==> config.mk <==
export PLATFORM = sky130hd
export DESIGN_NAME = pc_sequencer
export DESIGN_NICKNAME = d
export VERILOG_FILES = /design/src/rtl/pc_sequencer_pkg.sv /design/src/rtl/pc_sequencer_next_pc_calc.sv /design/src/rtl/pc_sequencer.sv
export SDC_FILE = /design/constraint.sdc
export NUM_CORES = 1
export LEC_CHECK = 0
export ABC_AREA = 1
export ABC_CLOCK_PERIOD_IN_PS = 2520
export CORE_ASPECT_RATIO = 1.5
export CORE_MARGIN = 5
export CORE_UTILIZATION = 40
export CTS_CLUSTER_DIAMETER = 30
export DETAILED_ROUTE_END_ITERATION = 10
export MAX_ROUTING_LAYER = met4
export PLACE_DENSITY = 0.67
export RECOVER_POWER = 25
export SLEW_MARGIN = 20
export SYNTH_ARGS = -nofsm -noshare
export SYNTH_HDL_FRONTEND = slang
export SYNTH_SLANG_ARGS = --single-unit
==> constraint.sdc <==
create_clock -name clk -period 2.52 [get_ports clk]
set_input_delay 0.504 -clock clk [delete_from_list [all_inputs] [get_ports clk]]
set_output_delay 0.504 -clock clk [all_outputs]
set_load 0.02 [all_outputs]
==> src/rtl/pc_sequencer_pkg.sv <==
// Shared CPU definitions for the program-counter sequencer: FSM state
// encoding, the sequential PC increment and the default fetch timeout.
package pc_sequencer_pkg;

  typedef enum logic [1:0] {
    ST_FETCH = 2'd0,
    ST_EXEC  = 2'd1,
    ST_ERR   = 2'd2
  } pc_state_e;

  localparam logic [31:0] PC_INCR         = 32'd4;
  localparam int          TIMEOUT_DEFAULT = 15;

  // Word-align an address by clearing its two byte-select bits.
  function automatic logic [31:0] word_align(input logic [31:0] addr);
    return {addr[31:2], 2'b00};
  endfunction

endpackage

==> src/rtl/pc_sequencer_next_pc_calc.sv <==
// Next-PC selection: jump target, branch target or sequential pc+4.
// Jump has priority over branch; all sums wrap modulo 2^32 and the
// result is always word aligned.
module next_pc_calc
  import pc_sequencer_pkg::*;
(
  input  logic [31:0] pc,
  input  logic        branch,
  input  logic [31:0] offset,
  input  logic        jump,
  input  logic [31:0] target,
  output logic [31:0] next_pc
);

  logic [31:0] seq_pc_s;
  logic [31:0] branch_pc_s;

  assign seq_pc_s    = pc + PC_INCR;
  assign branch_pc_s = seq_pc_s + offset;

  // Priority mux: jump, then branch, then fall-through.
  always_comb begin
    next_pc = word_align(seq_pc_s);
    if (jump) begin
      next_pc = word_align(target);
    end else if (branch) begin
      next_pc = word_align(branch_pc_s);
    end else begin
      next_pc = word_align(seq_pc_s);
    end
  end

endmodule

==> src/rtl/pc_sequencer.sv <==
// Program-counter sequencer: fetches the instruction at pc, holds it in
// EXEC until the pipeline releases it, then advances pc. A fetch that is
// not acknowledged within TIMEOUT request cycles parks the FSM in ERR
// until reset. All outputs except pc_h4 come straight from flops.
module pc_sequencer
  import pc_sequencer_pkg::*;
#(
  parameter logic [31:0] RESET_PC = 32'h0000_0000,
  parameter int          TIMEOUT  = TIMEOUT_DEFAULT
) (
  input  logic        clk,
  input  logic        reset,
  input  logic        branch,
  input  logic [31:0] offset,
  input  logic        jump,
  input  logic [31:0] target,
  input  logic        stall,
  input  logic        imem_ack,
  output logic        imem_req,
  output logic [31:0] imem_addr,
  output logic [31:0] pc,
  output logic [3:0]  pc_h4,
  output logic        instr_valid,
  output logic        redirect,
  output logic        err
);

  localparam int CW = $clog2(TIMEOUT + 1);

  pc_state_e   state_r;
  logic [31:0] pc_r;
  logic [CW-1:0] wait_r;
  logic        imem_req_r;
  logic        instr_valid_r;
  logic        redirect_r;
  logic        err_r;
  logic [31:0] next_pc_s;

  next_pc_calc u_next_pc_calc (
    .pc      (pc_r),
    .branch  (branch),
    .offset  (offset),
    .jump    (jump),
    .target  (target),
    .next_pc (next_pc_s)
  );

  // FSM, pc register and registered outputs. imem_req_r doubles as the
  // "request is live" qualifier: the FETCH cycle straight out of reset only
  // raises the request, so an ack left over from before reset is ignored.
  always_ff @(posedge clk) begin
    if (!reset) begin
      state_r       <= ST_FETCH;
      pc_r          <= RESET_PC;
      wait_r        <= {CW{1'b0}};
      imem_req_r    <= 1'b0;
      instr_valid_r <= 1'b0;
      redirect_r    <= 1'b0;
      err_r         <= 1'b0;
    end else begin
      redirect_r <= 1'b0;
      case (state_r)
        ST_FETCH: begin
          if (!imem_req_r) begin
            imem_req_r <= 1'b1;
          end else if (imem_ack) begin
            state_r       <= ST_EXEC;
            imem_req_r    <= 1'b0;
            instr_valid_r <= 1'b1;
          end else if (wait_r == CW'(TIMEOUT - 1)) begin
            state_r    <= ST_ERR;
            imem_req_r <= 1'b0;
            err_r      <= 1'b1;
          end else begin
            wait_r <= wait_r + CW'(1);
          end
        end
        ST_EXEC: begin
          if (!stall) begin
            pc_r          <= next_pc_s;
            state_r       <= ST_FETCH;
            wait_r        <= {CW{1'b0}};
            imem_req_r    <= 1'b1;
            instr_valid_r <= 1'b0;
            redirect_r    <= jump | branch;
          end else begin
            state_r <= ST_EXEC;
          end
        end
        ST_ERR: begin
          imem_req_r    <= 1'b0;
          instr_valid_r <= 1'b0;
          err_r         <= 1'b1;
        end
        default: begin
          state_r       <= ST_ERR;
          imem_req_r    <= 1'b0;
          instr_valid_r <= 1'b0;
          err_r         <= 1'b1;
        end
      endcase
    end
  end

  assign pc          = pc_r;
  assign imem_addr   = pc_r;
  assign imem_req    = imem_req_r;
  assign instr_valid = instr_valid_r;
  assign redirect    = redirect_r;
  assign err         = err_r;
  // pc+4 carries into bit 28 only when pc[27:2] is all ones.
  assign pc_h4       = pc_r[31:28] + {3'b000, &pc_r[27:2]};

endmodule
After elaboration in Yosys (flattened, before gate mapping)
Index checks and enable logic that the tools add are counted.

Register bits after elaboration: 42. Latch bits: 0. RAM bits: 0. Bits in read-only memories: 0. Input bits: 70. Output and inout port bits: 72. Logic and storage cells: 60. Memories: 0.

$add $sub $neg: 4. Multipliers: 0. Div/mod/pow operators: 0. Order comparisons: 0. Eq/ne operators: 10. Shift-type cells: 0. Mux-type cells: 25. Bitwise gates (word level): 5. Reductions and logical operators: 9.

Operators by type and width (count): 2-to-1 mux 32 bit (2); adder 32 x 3 -> 32 bit (second input constant) (1); adder 32 bit (1); AND reduction 26 bit (1); 2-to-1 mux 4 bit (4); != test 2 bit (second input constant) (6); 2-to-1 mux 1 bit (11); case mux 4 bit (2 select lines) (1); 2-to-1 mux 2 bit (3); case mux 1 bit (2 select lines) (3); case mux 2 bit (3 select lines) (1); AND reduction 3 bit (2); AND reduction 5 bit (1); adder 4 x 1 -> 4 bit (1); adder 4 x 1 -> 4 bit (second input constant) (1); equality test 4 bit (second input constant) (1); NOT 1 bit (4); AND reduction 4 bit (1); != test 3 bit (second input constant) (1); OR reduction 3 bit (1); equality test 2 x 1 -> 1 bit (second input constant) (1); equality test 2 bit (second input constant) (1); zero test 2 bit (1); AND reduction 2 bit (1); 2 further kinds (2).

Longest topological paths before layout
Gate-level depths: netlist of the first run.

Depth after elaboration: 5. Depth in mapped cells: 27. Depth with buffers taken out: 27.

By module
Synthesis of the first run repeated with hierarchy kept, for this count alone.

Cells, all modules: 1057. Area total of the unflattened synthesis: 6068.3 um2.

Modules (own cells, without submodules): next_pc_calc (instances 1, cells an instance 790, area an instance 3981.3 um2, seq. area each 0.0 um2); pc_sequencer (instances 1, cells an instance 267, area an instance 2087.0 um2, seq. area each 840.8 um2).

Worst setup path before layout of the first run
No wires, ideal clock.

Path type: reg2out. From: register pc_r[3] (netlist: imem_addr[3]). To: output port pc_h4[2]. Data arrival time: 2.295 ns. Required time: 2.016 ns. Slack: -0.279 ns. Stages on the path, launching flop included: 12. Path buffers: 0. Path through: dfxtp_1 -> ha_1 -> nand2_1 -> inv_1 -> nand2_1 -> nor2_2 -> nand4_1 -> nand3b_1 -> nor3b_1 -> ha_1 -> ha_1 -> xor2_1.

Cells in the longest elaborated chain, start to end: 2.

RTL lines: start: declaration (RTL line pc_sequencer.sv:31) `logic [31:0] pc_r;`; start signal: assignment (RTL line pc_sequencer.sv:80) `pc_r <= next_pc_s;`; AND reduction 26 bit (RTL line pc_sequencer.sv:112) `assign pc_h4 = pc_r[31:28] + {3'b000, &pc_r[27:2]};`; adder 4 x 1 -> 4 bit (RTL line pc_sequencer.sv:112); end: declaration (RTL line pc_sequencer.sv:22) `output logic [3:0] pc_h4,`.

No other way between the ends.

Final worst setup path of the first run
From: register pc_r[6] (netlist: imem_addr[6]). To: register pc_r[28] (netlist: imem_addr[28]).

Cells in the longest elaborated chain, start to end: 4.

RTL lines: adder 32 x 3 -> 32 bit * (RTL line pc_sequencer_next_pc_calc.sv:18) `assign seq_pc_s = pc + PC_INCR;`; adder 32 bit (RTL line pc_sequencer_next_pc_calc.sv:19) `assign branch_pc_s = seq_pc_s + offset;`; 2-to-1 mux 32 bit * (RTL line pc_sequencer_next_pc_calc.sv:26) `end else if (branch) begin`; 2-to-1 mux 32 bit * (RTL line pc_sequencer_next_pc_calc.sv:24) `if (jump) begin`.

Every way passes the cells marked *; elsewhere a longest branch is shown, timed or not. A chain may end at the register's enable or synchronous reset.

==> impl_metrics.csv, run 1 <==
group,metric,value,unit
status,status,"complete, but fails checks",
status,violations,"setup timing",
grt,grt_max_degree,31,
worst_setup_path,cp.buffers_inverters,5,
sta,rsz0062_at_grt,"true",
sta,final_max_slew_viol_count,0,
sta,setup_slack,-308,ps
run,drv_cap,0,
sta,setup_viol,26,
cells_and_area,mostFrequentLayoutCells,"nand2_1 (208), buf_4 (173), inv_1 (140), clkdlybuf4s50_1 (118), nand2_2 (78)",
worst_setup_path,r2r_cells,22,
synthesis,synth.distinct_cells,45,
worst_setup_path,cpMostUsedCell,"nand2_1",
synthesis,syn_inst,980,
floorplan,die_area,16200,µm²
sta,holdWs,450,ps
sta,min_period,2830,ps
power,totalPowerFinal,0.00231,W
worst_setup_path,r2r-end,"imem_addr[28]",
cells_and_area,n_fill_cell,1105,
route,antenna_left,0,
sta,worstMarginPinSlew,574,ps
synthesis,synth_edf_count,0,
route,drc,0,
power,p_leak,4.76,nW
sta,finalClockSkew,6.43,ps
cells_and_area,final_common_cell,"nand2_1",
synthesis,ys_seq_area_frac,0.146,
worst_setup_path,startpoint_type,"flip-flop",
placement,hpwl,17700,µm
cells_and_area,multi_input_area,5120,µm²
floorplan,start_util,0.406,
cells_and_area,nets,1375,
route,routedWlPerCell,16.5,µm
worst_setup_path,cp-end-kind,"flip-flop",
route,vias,7312,
cells_and_area,drive_above_1_share,0.403,
synthesis,yosysTopAreaCell,"nand2_1",
grt,overflow,0,
clocking,clk_pin_slew,60,ps
synthesis,netlist_area,5470,µm²
grt,grt_usage,0.282,
floorplan,die_w,105,µm
power,ir_drop,0.223,mV
sta,hold_violations,0,
placement,dpl_worst_slack,-530,ps
synthesis,synth_area_leaders,"nand2_1 (21%), dfxtp_1 (15%), inv_1 (11%)",
worst_setup_path,crit_chain,"inv_2 -> nor3_2 -> nand2_1 -> nor2_2 -> buf_4 -> buf_4 -> nand2_2 -> nand2_2 -> ha_4 -> buf_6 -> nand2_4 -> inv_1 -> nand2_1 -> nand2_1 -> nand2_1 -> nand2_1 -> a21oi_2 -> nand2_1 -> nand2_1 -> nand3_1 -> nand2_2 -> a21oi_1",
sta,finalCritPeriodShare,1.12,
worst_setup_path,cpLargestDelayFamily,"simple AND/OR/NAND/NOR gates",
grt,grt_pass1_vias,7407,
clocking,clock_latency,290,ps
route,routed_via_density,5.12,
floorplan,core_area,13500,µm²
floorplan,io_pins,142,
clocking,cts_sinks,40,
synthesis,synth-seq-cells,40,
floorplan,rows,52,
clocking,cts-root-buf,"clkbuf_16",
synthesis,syn_avg_cell_area,5.58,µm²
cells_and_area,fin_util,0.725,
worst_setup_path,cp_slowest_cell,"dfxtp_2",
placement,dpl_cell_area,8010,µm²
clocking,cts_tree,"done",
clocking,max-clock-path-buffers,2,
cells_and_area,seq_area,831,µm²
synthesis,yosys_warnings,0,
worst_setup_path,critical_path_cell_count,22,
hold_path,hold_path_depth,2,
grt,antenna_found_initial,0,
worst_setup_path,critPathKind,"reg2reg",
clocking,cts-htree-levels,2,
grt,grt_pass1_wl,35800,µm
sta,fmax,0.354,GHz
cells_and_area,area_delta_synth_final,78.4,%
worst_setup_path,crit_end,"imem_addr[28]",
worst_setup_path,critPathRequiredTime,2690,ps
synthesis,ys.flop_type,"dfxtp_1",
synthesis,synth_top_area_frac,0.209,
worst_setup_path,critical_path.max_fanout,3,
route,detail_route.first_pass.iterations,5,
sta,max_slew_margin,0.617,
worst_setup_path,cp_slowest_stage_delay,350,ps
route,drt-initial-drc-count,399,
worst_setup_path,r2r_setup_slack,-310,ps
synthesis,async_flop_share,0,
placement,gp_congestion,0.937,
worst_setup_path,r2r_start,"imem_addr[6]",
cells_and_area,diodes,0,
floorplan,chipHeight,153,µm
route,routed_wl,23500,µm
placement,portBuffers,133,
worst_setup_path,cp-startpoint,"imem_addr[6]",
power,p_per_area,237,nW/µm²
cells_and_area,post-route-cell-area,9760,µm²
hold_path,hold_class,"reg2reg",
worst_setup_path,crit_arrival,3000,ps
clocking,cts_buffers,5,
## worst min path at each step
stage,end,startpoint
after floorplan,wait_r[2],wait_r[2]
after global placement,err,err
after detailed placement,err,err
final,err,err
after global routing,err,err
after CTS,err,err
## state kept, by name (all words and copies together), names as in the netlist
signal,flops
imem_addr,30
instr_valid,1
wait_r,4
imem_req,1
err,1
redirect,1
state_r,2
## synth_stat cells (all sizes together) (5+ instances only)
library cell  count
xor2             16
o21ai            48
nor3             15
clkbuf           15
a21oi            84
nor2             94
o211ai            5
nand3            69
inv             161
dfxtp            40
a31oi             5
nand2           312
ha               40
buf              37
xnor2             8
## report_power, final
part	total [W]	switching, W	internal [W]
clock network	0.000651	0.000285	0.000366
logic	0.000990	0.000522	0.000467
registers	0.000668	0.0000188	0.000649
total	0.00231	0.000826	0.00148
## logic make-up (layout without fill, tap and decap cells)
kind of cell / Yosys count / count (layout) / synth area share
DFF: 40 / 40 / 0.146
xor gates and xnor gates: 24 / 24 / 0.0398
and+or+nand+nor: 507 / 507 / 0.398
other: 1 / 4 / 0.000686
adders and majority gates: 41 / 41 / 0.0952
AOI/OAI and AO/OA: 154 / 154 / 0.151
buffers and inverters: 213 / 495 / 0.170
## worst register-to-register path, cell delays in order (launching register included)
cell and delay, ps:
dfxtp_2 350, inv_2 70, nor3_2 210, nand2_1 110, nor2_2 140, buf_4 110, buf_4 120, nand2_2 50
nand2_2 140, ha_4 240, buf_6 130, nand2_4 80, inv_1 70, nand2_1 80, nand2_1 100, nand2_1 80
nand2_1 90, a21oi_2 150, nand2_1 70, nand2_1 50, nand3_1 90, nand2_2 120, a21oi_1 70
## repair_timing
action,CTS,global route
resized for setup,275,96
hold buffers,0,0
buffers inserted,20,10
pin swaps,67,70
setup endpoints to repair,29,30
endpoints found under the hold margin,0,0
## metal layers
layer | vias up | wire length (µm) | track usage
li1 | 3618 | - | -
met1 | 3302 | 8380 | 0.277
met2 | 262 | 12200 | 0.509
met3 | 130 | 856 | 0.0262
met4 | 0 | 2030 | 0.203
met5 | - | 0 | -
## per-stage QoR
step	TNS, ps	std cells
2_1_floorplan	-3.58	983
3_3_place_gp	-8700	1396
3_5_place_dp	-9670	1396
4_1_cts	-3170	1420
5_1_grt	-8910	1427
6_report	-5420	1427
## area by class of cell
type / instances / share of cell area
clock inverter: 3 / 0.00192
inverter: 161 / 0.0622
tap: 162 / 0.0208
clock buffer: 5 / 0.0128
multi-input combinational: 730 / 0.525
timing repair buffer: 326 / 0.292
sequential: 40 / 0.0851
No activity file was read; power rests on OpenSTA's default activity.
==> run 2, diff against run 1 <==
- CTS_CLUSTER_SIZE: default -> 30
==> results of run 2 <==
No change in the layout: final DEF, timing and power equal those of run 1.
